==> config.mk <==
export PLATFORM = sky130hd
export DESIGN_NAME = prbs_edge_shaper
export DESIGN_NICKNAME = d
export VERILOG_FILES = /design/src/rtl/prbs_pkg.sv /design/src/rtl/prbs_step_divider.sv /design/src/rtl/prbs_edge_shaper.sv
export SDC_FILE = /design/constraint.sdc
export NUM_CORES = 1
export LEC_CHECK = 0
export CORE_MARGIN = 3
export CORE_UTILIZATION = 56
export DETAILED_ROUTE_END_ITERATION = 16
export PLACE_DENSITY = 0.78
export SLEW_MARGIN = 40
export SYNTH_ARGS = -nofsm -noshare
export SYNTH_HDL_FRONTEND = slang
export SYNTH_SLANG_ARGS = --single-unit
==> constraint.sdc <==
create_clock -name dac_clk -period 7.3 [get_ports dac_clk]
set_input_delay 0.73 -clock dac_clk [delete_from_list [all_inputs] [get_ports dac_clk]]
set_output_delay 0.73 -clock dac_clk [all_outputs]
set_load 0.01 [all_outputs]
==> src/rtl/prbs_pkg.sv <==
// Shared types and constants for the PRBS edge shaper: FSM states, widths and
// the 16-bit saturation helper.
package prbs_pkg;

  localparam int unsigned DIV_W     = 17;
  localparam int unsigned DIVISOR_W = 8;
  localparam int unsigned SAMPLE_W  = 16;
  localparam int unsigned CALC_W    = 18;

  localparam logic signed [CALC_W-1:0] SAT_HI = CALC_W'(32'sd32767);
  localparam logic signed [CALC_W-1:0] SAT_LO = CALC_W'(-32'sd32768);

  typedef enum logic [1:0] {
    IDLE = 2'd0,
    CALC = 2'd1,
    RAMP = 2'd2
  } state_t;

  // Clamp an 18-bit signed intermediate into the 16-bit DAC code range.
  function automatic logic signed [SAMPLE_W-1:0] sat16(input logic signed [CALC_W-1:0] x);
    if (x > SAT_HI) begin
      return SAMPLE_W'(SAT_HI);
    end else if (x < SAT_LO) begin
      return SAMPLE_W'(SAT_LO);
    end
    return SAMPLE_W'(x);
  endfunction

endpackage

==> src/rtl/prbs_step_divider.sv <==
// Restoring divider, one quotient bit per cycle: start loads the operands and
// done pulses for one cycle DIV_W cycles later with the quotient held stable.
module prbs_step_divider #(
  parameter int unsigned DIV_W = prbs_pkg::DIV_W
) (
  input  logic                               dac_clk,
  input  logic                               reset,
  input  logic                               start,
  input  logic [DIV_W-1:0]                   dividend,
  input  logic [prbs_pkg::DIVISOR_W-1:0]     divisor,
  output logic                               done,
  output logic [DIV_W-1:0]                   quotient
);
  import prbs_pkg::*;

  localparam int unsigned CNT_W = $clog2(DIV_W + 1);

  logic [CNT_W-1:0]     cnt;
  logic [DIVISOR_W-1:0] rem;
  logic [DIVISOR_W:0]   trial_c;
  logic [DIVISOR_W:0]   diff_c;
  logic                 fits_c;

  // Trial subtraction of the divisor from the shifted partial remainder.
  always_comb begin
    trial_c = {rem, quotient[DIV_W-1]};
    diff_c  = trial_c - {1'b0, divisor};
    fits_c  = (trial_c >= {1'b0, divisor});
  end

  always_ff @(posedge dac_clk) begin
    if (reset) begin
      cnt      <= '0;
      rem      <= '0;
      quotient <= '0;
      done     <= 1'b0;
    end else begin
      done <= 1'b0;
      if (start) begin
        cnt      <= CNT_W'(DIV_W);
        rem      <= '0;
        quotient <= dividend;
      end else if (cnt != '0) begin
        rem      <= fits_c ? DIVISOR_W'(diff_c) : DIVISOR_W'(trial_c);
        quotient <= {quotient[DIV_W-2:0], fits_c};
        cnt      <= cnt - CNT_W'(1);
        done     <= (cnt == CNT_W'(1));
      end
    end
  end

endmodule

==> src/rtl/prbs_edge_shaper.sv <==
// Turns a PRBS bit stream into DAC samples with programmable amplitude, offset
// and linear edge ramps; level/step recomputation runs whenever config changes.
module prbs_edge_shaper #(
  parameter int unsigned DIV_W = prbs_pkg::DIV_W
) (
  input  logic        dac_clk,
  input  logic        reset,
  input  logic        prbs_bit_in,
  input  logic        prbs_data_valid,
  input  logic [7:0]  edge_time_config,
  input  logic [15:0] amplitude_config,
  input  logic [15:0] dc_offset_config,
  output logic [15:0] dac_data_out,
  output logic        dac_data_valid,
  output logic        busy
);
  import prbs_pkg::*;

  state_t state;

  logic [DIVISOR_W-1:0]       n_sh;
  logic [15:0]                a_sh;
  logic [15:0]                o_sh;
  logic                       dirty;
  logic                       settled;
  logic                       valid_q;
  logic [DIVISOR_W-1:0]       pos;
  logic signed [SAMPLE_W-1:0] hi_r;
  logic signed [SAMPLE_W-1:0] lo_r;
  logic [DIV_W-1:0]           delta_r;
  logic [DIV_W-1:0]           step_r;

  logic signed [CALC_W-1:0]   hi_wide_c;
  logic signed [CALC_W-1:0]   lo_wide_c;
  logic signed [CALC_W-1:0]   diff_c;
  logic signed [SAMPLE_W-1:0] hi_c;
  logic signed [SAMPLE_W-1:0] lo_c;
  logic signed [SAMPLE_W-1:0] off_c;
  logic [DIV_W-1:0]           delta_c;
  logic                       cfg_change_c;
  logic                       start_c;

  logic signed [SAMPLE_W-1:0] level_c;
  logic [DIVISOR_W-1:0]       pos_next_c;
  logic                       arrive_c;
  logic signed [CALC_W-1:0]   out_w_c;
  logic signed [CALC_W-1:0]   step_w_c;
  logic signed [CALC_W-1:0]   moved_c;
  logic signed [SAMPLE_W-1:0] ramp_c;

  logic                       div_done;
  logic [DIV_W-1:0]           div_quot;

  // New high/low levels and their span, taken straight from the config inputs.
  always_comb begin
    hi_wide_c    = CALC_W'($signed(dc_offset_config)) + $signed({3'b000, amplitude_config[15:1]});
    hi_c         = sat16(hi_wide_c);
    lo_wide_c    = CALC_W'(hi_c) - $signed({2'b00, amplitude_config});
    lo_c         = sat16(lo_wide_c);
    diff_c       = CALC_W'(hi_c) - CALC_W'(lo_c);
    delta_c      = DIV_W'(diff_c);
    off_c        = sat16(CALC_W'($signed(dc_offset_config)));
    cfg_change_c = dirty || (edge_time_config != n_sh) ||
                   (amplitude_config != a_sh) || (dc_offset_config != o_sh);
    start_c      = (state == IDLE) && prbs_data_valid && cfg_change_c;
  end

  // Ramp position counts steps above the low level; the current bit sets direction,
  // so a reversal mid-ramp simply walks back over the steps already taken.
  always_comb begin
    level_c    = prbs_bit_in ? hi_r : lo_r;
    pos_next_c = prbs_bit_in ? (pos + DIVISOR_W'(1)) : (pos - DIVISOR_W'(1));
    arrive_c   = prbs_bit_in ? (pos_next_c == n_sh) : (pos_next_c == '0);
    out_w_c    = CALC_W'($signed(dac_data_out));
    step_w_c   = $signed(CALC_W'(step_r));
    moved_c    = prbs_bit_in ? (out_w_c + step_w_c) : (out_w_c - step_w_c);
    ramp_c     = arrive_c ? level_c : SAMPLE_W'(moved_c);
  end

  prbs_step_divider #(
    .DIV_W (DIV_W)
  ) u_div (
    .dac_clk  (dac_clk),
    .reset    (reset),
    .start    (start_c),
    .dividend (delta_c),
    .divisor  (edge_time_config),
    .done     (div_done),
    .quotient (div_quot)
  );

  always_ff @(posedge dac_clk) begin
    if (reset) begin
      state          <= IDLE;
      busy           <= 1'b0;
      dac_data_out   <= '0;
      dac_data_valid <= 1'b0;
      n_sh           <= '0;
      a_sh           <= '0;
      o_sh           <= '0;
      dirty          <= 1'b1;
      settled        <= 1'b0;
      valid_q        <= 1'b0;
      pos            <= '0;
      hi_r           <= '0;
      lo_r           <= '0;
      delta_r        <= '0;
      step_r         <= '0;
    end else begin
      valid_q        <= prbs_data_valid;
      dac_data_valid <= prbs_data_valid;
      busy           <= 1'b0;
      if (!prbs_data_valid) begin
        // An interrupted calculation leaves the step unknown, so redo it later.
        if (state == CALC) dirty <= 1'b1;
        state        <= IDLE;
        dac_data_out <= off_c;
      end else begin
        case (state)
          IDLE: begin
            if (cfg_change_c) begin
              state          <= CALC;
              busy           <= 1'b1;
              dac_data_valid <= 1'b0;
              dirty          <= 1'b0;
              n_sh           <= edge_time_config;
              a_sh           <= amplitude_config;
              o_sh           <= dc_offset_config;
              hi_r           <= hi_c;
              lo_r           <= lo_c;
              delta_r        <= delta_c;
            end else if (!valid_q || (prbs_bit_in != settled && n_sh <= DIVISOR_W'(1))) begin
              dac_data_out <= level_c;
              settled      <= prbs_bit_in;
              pos          <= prbs_bit_in ? n_sh : '0;
            end else if (prbs_bit_in != settled) begin
              state        <= RAMP;
              dac_data_out <= ramp_c;
              pos          <= pos_next_c;
            end
          end
          CALC: begin
            if (div_done) begin
              state        <= IDLE;
              step_r       <= (n_sh <= DIVISOR_W'(1)) ? delta_r : div_quot;
              dac_data_out <= level_c;
              settled      <= prbs_bit_in;
              pos          <= prbs_bit_in ? n_sh : '0;
            end else begin
              busy           <= 1'b1;
              dac_data_valid <= 1'b0;
            end
          end
          RAMP: begin
            dac_data_out <= ramp_c;
            pos          <= pos_next_c;
            if (arrive_c) begin
              state   <= IDLE;
              settled <= prbs_bit_in;
            end
          end
          default: state <= IDLE;
        endcase
      end
    end
  end

endmodule

==> reports/results.ini <==
[grt]
gr-total-overflow=0
grt_util_all_layers_pct=31.1
grt_pass1_wl_um=59200
grt_max_degree=61
antenna_found_initial=0
grt_pass1_vias=11200

[final_layout]
stdcell_count=1983
n_antenna_cell=0
final_util_pct=72.0
final_area_mm2=0.0148
fill_cells=1590
nets=1836
drive_gt1_share_pct=17.2
syn2layout_area_growth_pct=23.9

[detailed_routing]
wirelength_um=37700
num_vias=12100
drtIter0Drc=1158
ant_nets=0
drc_errors=0
drt-pass1-iter-count=6
vias_per_cell=6.10
wl_per_cell_um=19.0

[clocking]
clk_pin_slew_worst_paths_ps=70
insertion_delay_ps=430
numCtsBuffers=17
clock-sinks=166
cts_max_path_buffers=2
htree_num_levels=4
cts_tree=yes
clockRootBuffer=clkbuf_16

[sta]
finalCritPeriodShare_pct=99.4
rsz0062_at_grt=yes
finalHoldViolCount=0
tightest_slew_ps=827
setup_viol=0
setup_ws_ps=40.5
finClkSkew_ps=10.9
clock.fmax_ghz=0.138
slew_headroom_pct=44.9
timing.final.max_slew_violations=0
fin_crit_ps=7260

[setup_path]
cp_slowest_cell=clkdlybuf4s50_1
critPathMaxFanout=6
crit_top_cell=a21o_1
critPathRequiredTime_ps=7590
end_kind=flip-flop
crit_arrival_ps=7550
critPathMaxStageDelay_ps=610
path_class=input pin to flip-flop
crit_path_start_kind=input pin

[power_and_ir_drop]
leakagePower_nw=6.50
vdd_drop_max_mv=0.229
p_per_area_mw_per_mm2=270

[synth]
netlist_area_mm2=0.0119
synthDistinctLibCells=81
syn_nets=1669
syn_avg_cell_area_um2=7.79
synth_edf_count=0
ys.flop_type=dfxtp_1
yosysWarningCount=0
synth-seq-cells=166
synthCells=1533
yosysSeqAreaShare_pct=27.8
async_flop_share_pct=0

[placement]
placed_area_mm2=0.0138
hpwl_um=28200
globalplace.congestion=0.971
placed_cells=1936
io_buffers=61
dp_slack_ps=-774

[floorplan]
dieArea_mm2=0.0231
dieWidth_um=152
placementRows=52
die_h_um=152
coreArea_mm2=0.0206
start_util_pct=58.1
io_pins=62

[run]
maxCapViolCount=0

[min_path]
hold_path.class=flip-flop to flip-flop

[status]
status=completed

layout by cell type, fill, tap and decap left out, drive strengths merged, types with 10 or more instances in the layout:
master,n
inv,83
o211ai,10
or3,11
xor2,49
nand2,216
ha,86
and3,12
mux2,19
a221oi,16
a211oi,40
xnor2,63
o32ai,11
a21o,28
dlymetal6s2s,13
o21bai,11
clkbuf,20
nand2b,21
clkdlybuf4s50,42
mux2i,50
dfxtp,166
nand3,15
a21oi,148
o21ai,89
nor2,135
nor3,21
nor4,11
o21a,15
buf,169
nor2b,18
cell usage after synthesis, drive strengths merged, types with 9 or more instances:
| master | instances | area (um2) |
|---|---|---|
| nand3 | 15 | 75.1 |
| xnor2 | 63 | 552 |
| or3 | 11 | 68.8 |
| xor2 | 49 | 429 |
| nor3 | 21 | 105 |
| and3 | 12 | 75.1 |
| o21ai | 89 | 445 |
| nor2 | 135 | 507 |
| a211oi | 40 | 310 |
| nand2b | 21 | 131 |
| nor2b | 18 | 113 |
| clkbuf | 67 | 251 |
| o21bai | 11 | 82.6 |
| mux2 | 19 | 214 |
| dfxtp | 166 | 3320 |
| nand2 | 216 | 813 |
| buf | 12 | 83.8 |
| ha | 86 | 1080 |
| o32ai | 10 | 95.1 |
| o22ai | 9 | 62.6 |
| nand4 | 9 | 56.3 |
| nor4 | 11 | 81.3 |
| a21o | 28 | 218 |
| o211ai | 10 | 75.1 |
| mux2i | 50 | 500 |
| inv | 75 | 282 |
| o21a | 15 | 113 |
| a221oi | 16 | 140 |
| or2 | 9 | 56.3 |
| a21oi | 148 | 741 |
path summary, 6_finish.rpt:
kind	startpoint	to	slack [ps]	depth (start not counted)
min	delta_r[3]	delta_r[3]	440	2
max reg2reg	step_r[0]	dac_data_out[14]	3010	14
max	dc_offset_config[9]	delta_r[12]	40	33
min reg2reg	delta_r[3]	delta_r[3]	440	2
routing by layer:
metal	vias up	GRT usage (%)	share of wire (%)
met3	113	4.10	7.8
met5	-	0	0
li1	5781	-	-
met4	0	13.1	4.4
met1	5645	43.8	43
met2	557	48.2	44
power by group:
part / switching (W) / total [W] / internal, W
registers: 0.0000999 / 0.00114 / 0.00105
clock network: 0.000407 / 0.00100 / 0.000594
logic: 0.000995 / 0.00185 / 0.000853
final cells by class:
| type | instances | area, um2 | area share [%] |
|---|---|---|---|
| multi-input combinational | 1213 | 8320 | 56.2 |
| inverter | 76 | 285 | 1.93 |
| clock buffer | 18 | 439 | 2.97 |
| timing repair buffer | 226 | 1880 | 12.7 |
| tap | 270 | 338 | 2.28 |
| clock inverter | 14 | 209 | 1.41 |
| sequential | 166 | 3320 | 22.5 |
state kept, by name, summed over array words and instances, names as in the netlist, 2 cells and up:
| signal | cells |
|---|---|
| step_r | 16 |
| u_div.quotient | 17 |
| state | 2 |
| u_div.rem | 8 |
| a_sh | 16 |
| o_sh | 16 |
| lo_r | 16 |
| pos | 8 |
| delta_r | 16 |
| u_div.cnt | 5 |
| hi_r | 16 |
| n_sh | 8 |
| dac_data_out | 16 |
cell families after synthesis:
family,after synthesis,share of synthesized area (%)
AO/OA/AOI/OAI,440,24.0
XOR/XNOR,112,8.21
adder cells (fa/ha/maj),92,10.0
buffers and inverters,155,5.20
flip-flops,166,27.8
multiplexers,69,5.98
AND/OR/NAND/NOR,499,18.8
per-stage QoR:
step                      setup TNS, ps  hold slack, ps  power [W]
after detailed placement         -10300             433    0.00289
after floorplan                       0             420    0.00225
final                                 0             443    0.00399
after global placement            -6780             430    0.00284
after CTS                             0             444    0.00391
after global routing              -1060             457    0.00423
worst max-delay path: cells and delay by family:
| family | cells | cell delay [ps] |
|---|---|---|
| compound gates | 20 | 4150 |
| buf+inv | 3 | 790 |
| fa+ha+maj | 4 | 1090 |
| simple gates | 5 | 650 |
| xor+xnor | 1 | 150 |
what timing repair did:
item / 4_1_cts / 5_1_grt
gates cloned: 1 / 0
hold buffers: 0 / 0
setup endpoints to repair: 15 / 19
resized for setup: 15 / 57
buffers inserted: 4 / 10
pin swaps: 10 / 37
Note: power is estimated with default switching activity, not from simulation.
